===== src/rtl/uart_pkg.sv =====
// ----------------------------------------------------------------------------
// uart_pkg
// Shared constants for the UART transmit and receive paths.
//   UART_DATA_BITS    : payload bits per frame (8N1 framing)
//   UART_CLK_FREQ     : default system clock frequency in Hz
//   UART_BAUD         : default line rate in bits per second
//   uart_state_t      : 2-bit frame state, encoded by the ST_* localparams
//   uart_cnt_width()  : width of a counter that must hold 0..div-1
// ----------------------------------------------------------------------------
package uart_pkg;

    localparam int UART_DATA_BITS  = 8;
    localparam int UART_CLK_FREQ   = 50_000_000;
    localparam int UART_BAUD       = 9600;

    typedef logic [1:0] uart_state_t;

    localparam uart_state_t ST_IDLE  = 2'd0;
    localparam uart_state_t ST_START = 2'd1;
    localparam uart_state_t ST_DATA  = 2'd2;
    localparam uart_state_t ST_STOP  = 2'd3;

    // A divider of 1 would give $clog2() == 0; keep at least one bit.
    function automatic int uart_cnt_width(input int div);
        return (div > 1) ? $clog2(div) : 1;
    endfunction

endpackage


===== src/rtl/uart_baud_gen.sv =====
// ----------------------------------------------------------------------------
// uart_baud_gen
// Free-running divider producing a one-cycle tick every DIV clocks.
//   clk   : system clock, rising edge
//   reset : synchronous, active-high; counter returns to 0
//   clear : synchronous restart of the count at 0 (realigns the bit grid)
//   tick  : high while the count equals DIV-1, i.e. the last cycle of a period
// ----------------------------------------------------------------------------
module uart_baud_gen
    import uart_pkg::*;
#(
    parameter int DIV = UART_CLK_FREQ / UART_BAUD
) (
    input  logic clk,
    input  logic reset,
    input  logic clear,
    output logic tick
);

    localparam int            W    = uart_cnt_width(DIV);
    localparam logic [W-1:0]  LAST = W'(DIV - 1);

    logic [W-1:0] r_cnt;

    always_ff @(posedge clk) begin
        if (reset || clear) begin
            r_cnt <= '0;
        end else if (r_cnt == LAST) begin
            r_cnt <= '0;
        end else begin
            r_cnt <= r_cnt + 1'b1;
        end
    end

    assign tick = (r_cnt == LAST);

endmodule


===== src/rtl/uart_tx.sv =====
// ----------------------------------------------------------------------------
// uart_tx
// 8N1 UART transmitter with a one-byte holding register in front of the
// shift register, so a byte written during a frame follows it with no gap.
//   clk       : system clock, rising edge
//   reset     : synchronous, active-high; aborts any frame, txd back high
//   tx_data   : byte to send, captured only when a write is accepted
//   tx_start  : one-cycle write strobe
//   tx_ready  : holding register empty; a tx_start this cycle is accepted
//   tx_busy   : a frame is on the line (state is not IDLE)
//   txd       : registered serial output, idles high
//   dbg_state : current frame state (ST_IDLE/START/DATA/STOP)
//
// Write handshake: tx_start acts as valid and tx_ready as ready. A write is
// accepted exactly on a rising edge where tx_start=1 and tx_ready=1; tx_data
// is captured on that edge. A tx_start while tx_ready=0 is dropped entirely
// and never retried or queued.
// ----------------------------------------------------------------------------
module uart_tx
    import uart_pkg::*;
#(
    parameter int CLK_FREQ = UART_CLK_FREQ,
    parameter int BAUD     = UART_BAUD,
    parameter int DIV      = CLK_FREQ / BAUD
) (
    input  logic                      clk,
    input  logic                      reset,
    input  logic [UART_DATA_BITS-1:0] tx_data,
    input  logic                      tx_start,
    output logic                      tx_ready,
    output logic                      tx_busy,
    output logic                      txd,
    output uart_state_t               dbg_state
);

    localparam int                 BW       = uart_cnt_width(UART_DATA_BITS);
    localparam logic [BW-1:0]      LAST_BIT = BW'(UART_DATA_BITS - 1);

    uart_state_t                r_state;
    uart_state_t                w_state_next;
    logic [UART_DATA_BITS-1:0]  r_hold;
    logic                       r_hold_full;
    logic [UART_DATA_BITS-1:0]  r_shift;
    logic [UART_DATA_BITS-1:0]  w_shift_next;
    logic [BW-1:0]              r_bit_cnt;
    logic                       r_txd;
    logic                       w_txd_next;
    logic                       w_tick;
    logic                       w_accept;
    logic                       w_load;
    logic                       w_clear;

    assign w_accept = tx_start & ~r_hold_full;

    // Holding the divider cleared through IDLE means every frame, including
    // one that follows a stop bit directly, starts its bit grid at count 0.
    assign w_clear  = (r_state == ST_IDLE) | w_load;

    uart_baud_gen #(
        .DIV   (DIV)
    ) u_baud (
        .clk   (clk),
        .reset (reset),
        .clear (w_clear),
        .tick  (w_tick)
    );

    // ------------------------------------------------------------------
    // FSM: state register
    // ------------------------------------------------------------------
    always_ff @(posedge clk) begin
        if (reset) begin
            r_state <= ST_IDLE;
        end else begin
            r_state <= w_state_next;
        end
    end

    // ------------------------------------------------------------------
    // FSM: next state; w_load marks the holding-to-shift transfer
    // ------------------------------------------------------------------
    always_comb begin
        w_state_next = r_state;
        w_load       = 1'b0;
        case (r_state)
            ST_IDLE: begin
                if (r_hold_full) begin
                    w_state_next = ST_START;
                    w_load       = 1'b1;
                end
            end
            ST_START: begin
                if (w_tick) begin
                    w_state_next = ST_DATA;
                end
            end
            ST_DATA: begin
                if (w_tick && (r_bit_cnt == LAST_BIT)) begin
                    w_state_next = ST_STOP;
                end
            end
            ST_STOP: begin
                if (w_tick) begin
                    if (r_hold_full) begin
                        w_state_next = ST_START;
                        w_load       = 1'b1;
                    end else begin
                        w_state_next = ST_IDLE;
                    end
                end
            end
            default: begin
                w_state_next = ST_IDLE;
            end
        endcase
    end

    // ------------------------------------------------------------------
    // FSM: outputs
    // ------------------------------------------------------------------
    always_comb begin
        tx_busy   = (r_state != ST_IDLE);
        tx_ready  = ~r_hold_full;
        txd       = r_txd;
        dbg_state = r_state;
    end

    // ------------------------------------------------------------------
    // Datapath: shift register and the line level that goes with the
    // next state. txd is registered from the next-state view so the pin
    // changes on the same edge as the state, never from an input directly.
    // ------------------------------------------------------------------
    always_comb begin
        w_shift_next = r_shift;
        if (w_load) begin
            w_shift_next = r_hold;
        end else if ((r_state == ST_DATA) && w_tick) begin
            w_shift_next = r_shift >> 1;
        end
    end

    always_comb begin
        w_txd_next = 1'b1;
        case (w_state_next)
            ST_IDLE:  w_txd_next = 1'b1;
            ST_START: w_txd_next = 1'b0;
            ST_DATA:  w_txd_next = w_shift_next[0];
            ST_STOP:  w_txd_next = 1'b1;
            default:  w_txd_next = 1'b1;
        endcase
    end

    always_ff @(posedge clk) begin
        if (reset) begin
            r_txd       <= 1'b1;
            r_shift     <= '0;
            r_hold      <= '0;
            r_hold_full <= 1'b0;
            r_bit_cnt   <= '0;
        end else begin
            r_txd   <= w_txd_next;
            r_shift <= w_shift_next;

            // Load and accept are exclusive: a load needs the register full,
            // an accept needs it empty.
            if (w_load) begin
                r_hold_full <= 1'b0;
            end else if (w_accept) begin
                r_hold_full <= 1'b1;
            end
            if (w_accept) begin
                r_hold <= tx_data;
            end

            // Counter sits at 0 outside DATA; it wraps from the last bit back
            // to 0 on the same tick that leaves DATA.
            if (r_state != ST_DATA) begin
                r_bit_cnt <= '0;
            end else if (w_tick) begin
                r_bit_cnt <= r_bit_cnt + 1'b1;
            end
        end
    end

endmodule


===== config.mk =====
export PLATFORM = sky130hd
export DESIGN_NAME = uart_tx
export DESIGN_NICKNAME = d
export VERILOG_FILES = /design/src/rtl/uart_pkg.sv /design/src/rtl/uart_baud_gen.sv /design/src/rtl/uart_tx.sv
export SDC_FILE = /design/constraint.sdc
export NUM_CORES = 1
export LEC_CHECK = 0
export BUFFER_PORTS_ARGS = -buffer_cell sky130_fd_sc_hd__buf_2
export CORE_ASPECT_RATIO = 0.7
export CORE_MARGIN = 2
export CORE_UTILIZATION = 35
export DETAILED_ROUTE_END_ITERATION = 8
export SYNTH_ARGS = -nofsm -noshare
export SYNTH_HDL_FRONTEND = slang
export SYNTH_HIERARCHICAL = 1
export SYNTH_SLANG_ARGS = --single-unit

===== constraint.sdc =====
create_clock -name clk -period 3.8 [get_ports clk]
set_clock_uncertainty 0.05 [all_clocks]
set_input_delay 0 -clock clk [delete_from_list [all_inputs] [get_ports clk]]
set_output_delay 0 -clock clk [all_outputs]
set_load 0.05 [all_outputs]

Word-level counts from Yosys, hierarchy flattened
Index checks and enable logic that the tools add are counted.
Storage, ports and cells
  register bits: 36
  input bits: 11
  output and inout port bits: 5
  logic and storage cells: 45
Cells by class
  $add $sub $neg: 2
  eq/ne operators: 9
  mux-type cells: 12
  bitwise logic cells: 3
  reduce and logical (&&, ||, !) cells: 11
Operator list (count)
  $mux W8: 2
  $add A13 B1 Y13 const B: 1
  $eq A13 B13 Y1 const B: 1
  $eq A2 B2 Y1 const B: 4
  $mux W2: 4
  $pmux W2 S4: 1
  $reduce_or A2 Y1: 4
  $eq A2 B1 Y1 const B: 2
  $logic_not A2 Y1: 2
  $reduce_bool A2 Y1: 2
  $add A3 B1 Y3 const B: 1
  $eq A3 B3 Y1 const B: 1
  $mux W1: 3
  $pmux W1 S3: 1
  $logic_and A1 B1 Y1: 2
  $ne A2 B2 Y1 const B: 1
  $pmux W1 S2: 1
  $and A1 B1 Y1: 1
  $logic_or A1 B1 Y1: 1
  $not A1 Y1: 1
  $or A1 B1 Y1: 1

Depth between registers and ports, before layout
  word-level depth: 7
  gate-level depth with buffers: 11
  depth with buffers taken out: 10

Hierarchy
The synthesis kept the hierarchy.
Modules (own cells, without submodules)
  uart_tx: times used 1, cells each 118, area each 1134.8 µm², sequential area each 460.4 µm²
  uart_baud_gen: times used 1, cells each 72, area each 721.9 µm², sequential area each 260.2 µm²

Worst setup path before layout
Ideal clock, no wire load.
  path type: register -> register
  start point: reg u_baud.r_cnt[3]
  end point: reg u_baud.r_cnt[2]
  library setup time: 0.140 ns
  arrival: 2.982 ns
  data required time: 3.610 ns
  setup slack: 0.628 ns
  cell stages (with the launch flop): 12
  buffers on the path: 4
  clock period less this slack: 3.172 ns
  path through: dfxtp_1 buf_2 or4b_1 nor4b_1 a21oi_2 or3_1 buf_6 buf_12 nand2_1 or2_2 buf_1 nor3_2
Between the ends
  word-level cells in the longest chain between the ends: 6
RTL lines
  start: declaration: line uart_baud_gen.sv:23  | logic [W-1:0] r_cnt;
  start signal: assignment: line uart_baud_gen.sv:31  | r_cnt <= r_cnt + 1'b1;
  $eq A13 B13 Y1: line uart_baud_gen.sv:35  | assign tick = (r_cnt == LAST);
  net w_tick: line uart_tx.sv:48  | logic w_tick;
  $mux W1: line uart_tx.sv:103  | if (w_tick) begin
  $pmux W1 S2: line uart_tx.sv:85  | case (r_state)
  $or A1 B1 Y1: line uart_tx.sv:57  | assign w_clear = (r_state == ST_IDLE) | w_load;
  net w_clear: line uart_tx.sv:51  | logic w_clear;
  $logic_or A1 B1 Y1: line uart_baud_gen.sv:26  | if (reset || clear) begin
  $reduce_or A2 Y1 (no source line)
The timed path passes the listed nets, and every way through them passes these cells.
A chain may end at the register's enable or synchronous reset.

Worst setup path in the final report
  start point: reg u_baud.r_cnt[3]
  end point: reg u_baud.r_cnt[11]
Same word-level chain as after synthesis.

==> results by group <==
Global routing
  – GR Overflow Total: 0
  – Global Route Usage Sum: 13.8%
  – Global-route wire length before repair: 6340 µm
  – Initial antenna violation count: 0
  – Largest net degree at the start of global routing: 23
  – Vias in the first global route: 1,290

Timing
  – Worst setup margin: 0.965 ns
  – Fin crit period: 2.84 ns
  – Final period util: approximately 75%
  – Setup tns final: 0 ns
  – Hold Vio Cnt, Final: 0
  – RSZ-0062 raised after global routing: false
  – Slew Viols, Final: 0
  – Hold WS: 0.0906 ns
  – Finish-stage setup viols: 0
  – Max-slew headroom: 38.1%
  – Worst-margin pin slew: 0.922 ns
  – Max Fclk: 0.353 GHz

Status
  – Outcome: finished, final reports clean

Die
  – Die height: 64.9 µm
  – Initial core utilization: a little over a third
  – IO Pins: 16
  – Num rows: 22
  – Core footprint: slightly above 0.005 mm²
  – Die footprint: 0.00591 mm²
  – Die Width: 91.1 µm

CTS
  – Worst skew pair latency: 0.28 ns
  – Clk root buf: clkbuf_8
  – Cts bufs inserted: 5
  – H-Tree Depth: 2
  – Post-CTS setup buffers: 0
  – CTS tree: done
  – CTS max path bufs: 2
  – Clock sinks: 36
  – Clock transition at the registers of the reported paths: 0.08 ns

Critical path
  – Capture point of the worst reg-to-reg path: u_baud/r_cnt[11]
  – Worst R2R Start: u_baud/r_cnt[3]
  – CP endpoint: u_baud/r_cnt[11]
  – Critical path startpoint: u_baud/r_cnt[3]
  – Arrival @ worst endpoint: 2.95 ns
  – Reg2reg setup slack: 0.96 ns
  – CP max FO: 15
  – WP data required: 3.92 ns
  – CP Class: flop to flop
  – Reg2Reg Depth: 10
  – Setup crit end kind: flop
  – Crit start category: flop

Drt
  – Drt drc: 0
  – Routed Antenna Nets: 0
  – Drt initial violations: 113
  – Vias per inst: 5.08
  – Drt total wl: around 3800 µm
  – Detailed Routing Iterations Pass 1: 4
  – DR vias: 1,448
  – Avg WL per Cell: 13.3 µm

Pwr
  – Highest ir drop seen on vdd: ~0.23 mV
  – Power Dens Cells: 597 mW/mm²
  – Static leakage: 0.788 nW

Final layout
  – Final core utilization: 41.7%
  – Share of cells above drive strength 1: between 20 and 25%
  – Cell Count, Final, Fillers Out: 285
  – # nets final: 233
  – Area Growth Syn to Fin: 16.2%
  – Antenna diodes: 0

Synthesis
  – Post-synth top area share: 38.8%
  – Number of distinct library cells after synthesis: 46
  – Area leader, netlist: dfxtp_1
  – Synthesized flop and latch total: 36
  – Ys Warns: 6
  – EDFF count, synth: 0
  – Post-synth top cells: 36 x dfxtp_1, 21 x nor2_1, 12 x mux2i_1, 12 x nand2_1, 12 x nand3_1
  – Mapped Area: 0.00186 mm²
  – Ranking of synthesized cells by area: dfxtp_1 39%, mux2i_1 6.5%, ha_1 6.1%
  – Seq/Total Area, Yosys: 38.8%
  – Cell with the most instances after synthesis: dfxtp_1
  – FFs w/ async S/R, synth: 0%
  – Syn_area_per_cell: between 9 and 10 µm²
  – Synth Flop Type: dfxtp_1
  – Post-Synthesis Cells: between 150 and 200
  – Mapped Nets: 210

Place
  – HPWL Detailed: 2590 µm
  – Gp weighted congestion: 0.817
  – Placed insts: 269
  – Place WS: 0.980 ns
  – Port Buffers: 15

Min path
  – Hold Path Class: input pin to flop

Run
  – Max_cap viols: 0
## cells in the final DEF, fill, tap and decap left out, types with 4 or more instances in the layout
master	synthesis	final
a211oi_2	6	6
dfxtp_1	36	36
ha_1	9	9
a311oi_2	6	6
dlygate4sd3_1	0	9
inv_1	6	6
clkbuf_8	0	7
nand2_1	12	12
nor3_2	4	4
or3_1	4	4
buf_2	3	15
nor4_1	4	4
mux2i_1	12	12
nor2_1	21	21
o21ai_0	5	5
nand3_1	12	12
## critical path, cell delays in order (launching register included)
cell	delay (ns)
dfxtp_1	0.39
or4b_1	0.54
nor4b_2	0.26
buf_4	0.26
a21oi_2	0.08
or3_1	0.30
buf_4	0.20
nand2_1	0.07
or2_2	0.34
or2_2	0.18
nor3_1	0.04
## routing by layer
layer / global-route usage [%] / wire length, µm / vias to the layer above
met1: 20.5 / 2050 / 674
met3: 4.07 / 185 / 2
met2: 18.2 / 1520 / 31
li1: - / - / 741
met5: 0 / 0 / -
met4: 5.11 / 21 / 0
## what timing repair did
| action | CTS | global route |
|---|---|---|
| hold buffers | 9 | 0 |
| endpoints found under the setup margin | 0 | 0 |
| resized for setup | 0 | 0 |
| hold endpoints to repair | 9 | 0 |
## report_power, final
part           leakage [nW]  switching [mW]  internal [mW]  total [mW]
Clock                0.0503           0.133          0.162       0.294
Sequential            0.293          0.0423          0.435       0.477
Combinational         0.444           0.338          0.179       0.517
## state kept, by name, indices dropped and copies added (netlist names)
signal        count
u_baud/r_cnt     13
txd               1
r_bit_cnt         3
r_hold_full       1
r_shift           8
dbg_state         2
r_hold            8
## worst min-delay path by stage
stage                     startpoint  slack (ns)        end  depth (start not counted)
after floorplan           tx_data[0]         0.1  r_hold[0]                          2
after global placement    tx_data[5]        0.18  r_hold[5]                          3
after detailed placement  tx_data[6]        0.19  r_hold[6]                          3
after CTS                      reset         0.1  r_hold[5]                          2
after global routing           reset        0.11  r_hold[4]                          2
final                          reset        0.09  r_hold[4]                          2
## metrics by stage
stage                     cell area (µm²)  power, mW
after floorplan                      1860      0.917
after global routing                 2160       1.38
after detailed placement             1970      0.993
after CTS                            2160       1.30
final                                2160       1.29
after global placement               1970      0.988
## cell type report
| type | count | area (µm²) |
|---|---|---|
| inverter | 7 | 26.3 |
| multi-input combinational | 137 | 1040 |
| clock buffer | 7 | 96.3 |
| sequential | 36 | 721 |
| timing repair buffer | 26 | 180 |
| fill | 542 | 3020 |
| tap | 72 | 90.1 |
## logic make-up (layout without fill, tap and decap cells)
family | Yosys count | after routing | synth area share (%)
AND/OR/NAND/NOR | 80 | 80 | 25.0
XOR/XNOR | 4 | 4 | 1.89
multiplexers | 13 | 13 | 7.08
AO/OA/AOI/OAI | 31 | 31 | 15.8
buffers and inverters | 17 | 40 | 5.32
flip-flops | 36 | 36 | 38.8
adder cells (fa/ha/maj) | 9 | 9 | 6.06
Power figures use the tool's default switching activity.
